$ cat src/rtl/decode_stage.sv
// RV32I decode stage: decodes each accepted instruction and queues the decoded
// fields in a small FIFO whose head drives the outputs.
module decode_stage #(
  parameter int AWIDTH = 32,
  parameter int DWIDTH = 32,
  parameter int DEPTH  = 2
) (
  input  logic                       clk,
  input  logic                       rst,
  input  logic                       insn_valid_i,
  output logic                       insn_ready_o,
  input  logic [DWIDTH-1:0]          insn_i,
  input  logic [AWIDTH-1:0]          pc_i,
  input  logic                       flush_i,
  output logic                       valid_o,
  input  logic                       ready_i,
  output logic [DWIDTH-1:0]          insn_o,
  output logic [AWIDTH-1:0]          pc_o,
  output logic [6:0]                 opcode_o,
  output logic [6:0]                 funct7_o,
  output logic [4:0]                 rd_o,
  output logic [4:0]                 rs1_o,
  output logic [4:0]                 rs2_o,
  output logic [4:0]                 shamt_o,
  output logic [2:0]                 funct3_o,
  output logic [DWIDTH-1:0]          imm_o,
  output logic                       illegal_o,
  output logic [$clog2(DEPTH):0]     count_o
);

  localparam int PW = $clog2(DEPTH);
  localparam int CW = PW + 1;

  localparam logic [6:0] OPC_OP     = 7'b0110011;
  localparam logic [6:0] OPC_OP_IMM = 7'b0010011;
  localparam logic [6:0] OPC_LOAD   = 7'b0000011;
  localparam logic [6:0] OPC_STORE  = 7'b0100011;
  localparam logic [6:0] OPC_BRANCH = 7'b1100011;
  localparam logic [6:0] OPC_LUI    = 7'b0110111;
  localparam logic [6:0] OPC_AUIPC  = 7'b0010111;
  localparam logic [6:0] OPC_JAL    = 7'b1101111;
  localparam logic [6:0] OPC_JALR   = 7'b1100111;

  typedef struct packed {
    logic [DWIDTH-1:0] insn;
    logic [AWIDTH-1:0] pc;
    logic [6:0]        opcode;
    logic [6:0]        funct7;
    logic [4:0]        rd;
    logic [4:0]        rs1;
    logic [4:0]        rs2;
    logic [4:0]        shamt;
    logic [2:0]        funct3;
    logic [DWIDTH-1:0] imm;
    logic              illegal;
  } entry_t;

  entry_t          dec;
  entry_t          head_entry;
  entry_t          mem [DEPTH];
  logic [PW-1:0]   head_reg;
  logic [PW-1:0]   tail_reg;
  logic [CW-1:0]   count_reg;
  logic [CW-1:0]   count_next;
  logic            push;
  logic            pop;
  logic            is_shift;

  assign insn_ready_o = (count_reg < CW'(DEPTH));
  assign valid_o      = (count_reg != '0);
  assign count_o      = count_reg;
  assign push         = insn_valid_i && insn_ready_o && !flush_i;
  assign pop          = valid_o && ready_i && !flush_i;
  assign is_shift     = (insn_i[6:0] == OPC_OP_IMM) &&
                        ((insn_i[14:12] == 3'b001) || (insn_i[14:12] == 3'b101));

  // Decode happens on the way in, so the head entry is ready the cycle after a push.
  always_comb begin
    dec        = '0;
    dec.insn   = insn_i;
    dec.pc     = pc_i;
    dec.opcode = insn_i[6:0];
    dec.rd     = insn_i[11:7];
    dec.funct3 = insn_i[14:12];
    dec.rs1    = insn_i[19:15];
    dec.rs2    = insn_i[24:20];
    case (insn_i[6:0])
      OPC_OP: begin
        dec.funct7 = insn_i[31:25];
      end
      OPC_OP_IMM: begin
        dec.rs2 = '0;
        dec.imm = {{20{insn_i[31]}}, insn_i[31:20]};
        if (is_shift) begin
          dec.funct7 = insn_i[31:25];
          dec.shamt  = insn_i[24:20];
        end
      end
      OPC_LOAD, OPC_JALR: begin
        dec.rs2 = '0;
        dec.imm = {{20{insn_i[31]}}, insn_i[31:20]};
      end
      OPC_STORE: begin
        dec.rd  = '0;
        dec.imm = {{20{insn_i[31]}}, insn_i[31:25], insn_i[11:7]};
      end
      OPC_BRANCH: begin
        dec.rd  = '0;
        dec.imm = {{19{insn_i[31]}}, insn_i[31], insn_i[7], insn_i[30:25],
                   insn_i[11:8], 1'b0};
      end
      OPC_LUI, OPC_AUIPC: begin
        dec.rs1    = '0;
        dec.funct3 = '0;
        dec.rs2    = '0;
        dec.imm    = {insn_i[31:12], 12'h000};
      end
      OPC_JAL: begin
        dec.rs1    = '0;
        dec.funct3 = '0;
        dec.rs2    = '0;
        dec.imm    = {{11{insn_i[31]}}, insn_i[31], insn_i[19:12], insn_i[20],
                      insn_i[30:21], 1'b0};
      end
      default: begin
        dec.opcode  = '0;
        dec.rd      = '0;
        dec.funct3  = '0;
        dec.rs1     = '0;
        dec.rs2     = '0;
        dec.illegal = 1'b1;
      end
    endcase
  end

  always_comb begin
    count_next = count_reg;
    case ({push, pop})
      2'b10:   count_next = count_reg + CW'(1);
      2'b01:   count_next = count_reg - CW'(1);
      default: count_next = count_reg;
    endcase
  end

  // Payload storage carries no reset; visibility is governed by count_reg alone.
  always_ff @(posedge clk) begin
    if (push) begin
      mem[tail_reg] <= dec;
    end
  end

  always_ff @(posedge clk or negedge rst) begin
    if (!rst) begin
      head_reg  <= '0;
      tail_reg  <= '0;
      count_reg <= '0;
    end else if (flush_i) begin
      head_reg  <= '0;
      tail_reg  <= '0;
      count_reg <= '0;
    end else begin
      if (push) tail_reg <= tail_reg + PW'(1);
      if (pop)  head_reg <= head_reg + PW'(1);
      count_reg <= count_next;
    end
  end

  // Gating on valid_o forces every data output to zero while empty or in reset.
  assign head_entry = valid_o ? mem[head_reg] : '0;

  assign insn_o    = head_entry.insn;
  assign pc_o      = head_entry.pc;
  assign opcode_o  = head_entry.opcode;
  assign funct7_o  = head_entry.funct7;
  assign rd_o      = head_entry.rd;
  assign rs1_o     = head_entry.rs1;
  assign rs2_o     = head_entry.rs2;
  assign shamt_o   = head_entry.shamt;
  assign funct3_o  = head_entry.funct3;
  assign imm_o     = head_entry.imm;
  assign illegal_o = head_entry.illegal;

endmodule
$ cat config.mk
export PLATFORM = sky130hd
export DESIGN_NAME = decode_stage
export DESIGN_NICKNAME = d
export VERILOG_FILES = /design/src/rtl/decode_stage.sv
export SDC_FILE = /design/constraint.sdc
export NUM_CORES = 1
export LEC_CHECK = 0
export CAP_MARGIN = 5
export CORE_UTILIZATION = 60
export CTS_BUF_LIST = sky130_fd_sc_hd__clkbuf_16
export DETAILED_ROUTE_END_ITERATION = 10
export DONT_BUFFER_PORTS = 1
export PLACE_DENSITY_LB_ADDON = 0.15
export SLEW_MARGIN = 15
export SYNTH_ARGS = -nofsm -noshare
export SYNTH_HDL_FRONTEND = slang
export SYNTH_SLANG_ARGS = --single-unit
$ cat constraint.sdc
create_clock -name clk -period 23.3 [get_ports clk]
set_clock_uncertainty 0.15 [all_clocks]
set_input_delay 6.99 -clock clk [delete_from_list [all_inputs] [get_ports clk]]
set_output_delay 6.99 -clock clk [all_outputs]
set_load 0.1 [all_outputs]
==> results.md <==
- Clk pwr share: 32.6%
- Switching power: 345.4 µW
- HPWL Detailed: 13890 µm
- Global-route wire length before repair: 33180 µm
- Peak VDD IR: 0.07491 mV
- Leading area contributor after synthesis: edfxtp_1
- Status: finished, violations left
- DRC Markers: 18
- Syn nets: 788
- CP most frequent cell: buf_4
- Number of routed nets with antenna violations: 0
- Fin crit period: 11.23 ns
- FF-to-FF Start: count_o[1]$_DFFE_PN0P_
- Failing checks: design-rule violations
- Seq pwr share: 49.8%
- Pins Over Slew Limit: 0
- Fin crit share: 48.20%
- Via-per-instance ratio: 6.036
- Core area: 0.01815 mm²
- Synth Cell Area: 0.01123 mm²
- Post-synth ARST share: 1.471%
- Worst-path fanout max: 70
- Sequential element share of the synthesized area: 72.57%
- Routed len/inst: 22.42 µm
- Worst hold path class: reg2reg
- Root Buffer: clkbuf_16
- Critical path's largest stage delay: 0.92 ns
- GR Overflow Total: 0
- Die width: 138.8 µm
- FF+latch count, synth: 272
- Routed via count: 5837
- Post-synthesis area per instance: 15.62 µm²
- Die Footprint: 0.01927 mm²
- Register area: 0.008152 mm²
- Max_cap viols: 0
- Min-delay src: tail_reg$_DFFE_PN0P_
- CP bufs+invs: 3
- Post-synth EDFFs: 268
- CP delay by family, top: buffers and inverters
- Number of global-route vias before repair: 5903
- Site row count: 49
- Multi-input gate area: 0.003241 mm²
- Int Power: 794.0 µW
- Yosys warns: 0
- Crit Path Category: reg2out
- Ys flop type: edfxtp_1
- H-Tree Depth: 1
- Hold EP: tail_reg$_DFFE_PN0P_
- Pwr Density: 91.07 mW/mm²
- First DRT Iteration DRCs: 419
- Largest reg by FF count: mem
- Ranking of synthesized cells by area: edfxtp_1 72%, mux2i_1 12%, nor2_1 4.7%
- Fillers: 1182
- Hold_buf cts: 0
- Top cells by count, synth: 268 x edfxtp_1, 142 x nor2_1, 134 x mux2i_1
- Initial antenna violation count: 0
- RSZ-0062 raised after global routing: no
- Maximum root-to-sink buffer count: 3
- Design Power: 1139 µW
- # setup viols final: 0
- Cell with the most instances after synthesis: edfxtp_1
- Port bufs: 0
- All-Layer GR Usage: 22.52%
- Postcts setup bufs: 0
- Num CTS Buffers: 27
- Leak: 0.003951 µW
- Slew @ Worst Pin: 1.119 ns
- Slowest cell on crit path: buf_4
- Fin. Hold Viols: 0
- Fmax: 89.04 MHz
- Relative slew slack: 25.30%
- Die Y-Extent: 138.8 µm
- Largest net degree at the start of global routing: 78
- Critical R2R Capture: mem[1][27]$_DFFE_PP_
- Clock transition at path regs: 0.06 ns
- Logic gate share of total power: 17.7%
- Worst Hold Path Cells: 2
- CP cell instances: nor2_4 -> buf_4 -> buf_4 -> inv_1
- Gp weighted congestion: 0.8040
- CP required: 16.16 ns
- # clock sinks: 272
- Switch share: 30.31%
- Initial Util: 61.87%
- Reg2reg setup slack: 19.68 ns
- Drt first pass iters: 10
- Post-synth top area share: 71.67%
- Fin Setup TNS: 0 ns
- Inserted Diodes: 0
- Placed insts: 919
- CTS tree: done
- Layout cells sized above 1: 27.24%
- Final Net Count: 788
- Worst EP arrival: 4.09 ns
- WL final: 21680 µm
- # IOs: 207
- Clock latency on the worst-skew pair: 0.51 ns
- Fin cells: 967
- Cells after synthesis: 719
- Cts repair resizes: 0
- Count of cell types in the netlist: 53
- CP endpoint kind: primary output
- Max reg flops: 268
- Area Overhead vs Synth: 11.42%
- R2R cell count: 4
- CP startpoint kind: register
==> power by group through the flow <==
stage,clock network (µW),logic (µW),registers [µW]
after floorplan,0,178,581
after global placement,0,201,576
after detailed placement,0,203,577
after CTS,378,203,567
after global routing,400,208,568
final,371,202,567
==> how the worst max path moves through the flow <==
stage / start / to / slack, ns / depth (start not counted)
after detailed placement: count_o[1]$_DFFE_PN0P_ / valid_o / 12.56 / 4
final: count_o[1]$_DFFE_PN0P_ / valid_o / 12.07 / 4
after CTS: count_o[1]$_DFFE_PN0P_ / valid_o / 12.00 / 4
after global routing: count_o[1]$_DFFE_PN0P_ / valid_o / 11.85 / 4
after floorplan: insn_valid_i / mem[1][0]$_DFFE_PP_ / 5.49 / 2
after global placement: count_o[1]$_DFFE_PN0P_ / valid_o / 12.67 / 4
==> metrics by stage <==
step                      setup slack (ns)  cell area, µm²  hold slack, ns  utilization (%)
final                                12.07           12510          0.4738            68.94
after global routing                 11.85           12510          0.5031            68.94
after CTS                            12.00           12510          0.4958            68.94
after global placement               12.67           11750          0.4023            64.75
after floorplan                      5.489           11230          0.3693                -
after detailed placement             12.56           11750          0.4782            64.75
==> worst min-delay path: stages (launching register included) <==
cell and delay (ns):
dfrtp_1 0.39, xor2_1 0.09, nor2_1 0.10
==> layout by cell type, fill, tap and decap left out, types with 2 or more instances in the layout <==
cell / count
buf_4: 8
o21ai_0: 3
and4b_1: 2
nor2_4: 2
o2bb2ai_1: 3
nand3_1: 3
edfxtp_1: 268
nor2_1: 7
and3_1: 2
nand2_1: 3
mux2i_1: 134
clkbuf_16: 27
clkinv_2: 5
a22o_2: 4
a21o_1: 9
clkinv_1: 9
nor2_2: 134
xor2_1: 2
nor2b_1: 3
nand4b_1: 2
a21oi_1: 5
nor3_1: 2
and2_1: 35
nand2b_1: 7
o31ai_1: 2
dfrtp_1: 3
nor3b_2: 7
a211o_1: 10
inv_1: 10
==> per-layer routing <==
layer	vias to the layer above	global-route usage [%]	routed length (µm)
met5	-	0	0
met2	224	36.42	10660
met3	32	4.800	1847
li1	2687	-	-
met1	2894	31.00	8759
met4	0	6.901	414
==> logic make-up after synthesis <==
group                     count (synthesis)  share of synthesized area [%]
AOI/OAI and AO/OA                        46                          3.388
xor gates and xnor gates                  2                         0.1560
buffers and inverters                    40                          1.716
DFF                                     272                          72.57
muxes                                   135                          12.05
and+or+nand+nor                         224                          10.13
==> layout make-up <==
class	count	share of cell area, %
repair buffers	8	0.4800
inverters	3	0.09001
multi-input cells	407	25.90
clock inverters	21	0.6801
clock buffers	27	5.401
well taps	229	2.290
flip-flops and latches	272	65.16
Note: power is estimated with default switching activity, not from simulation.
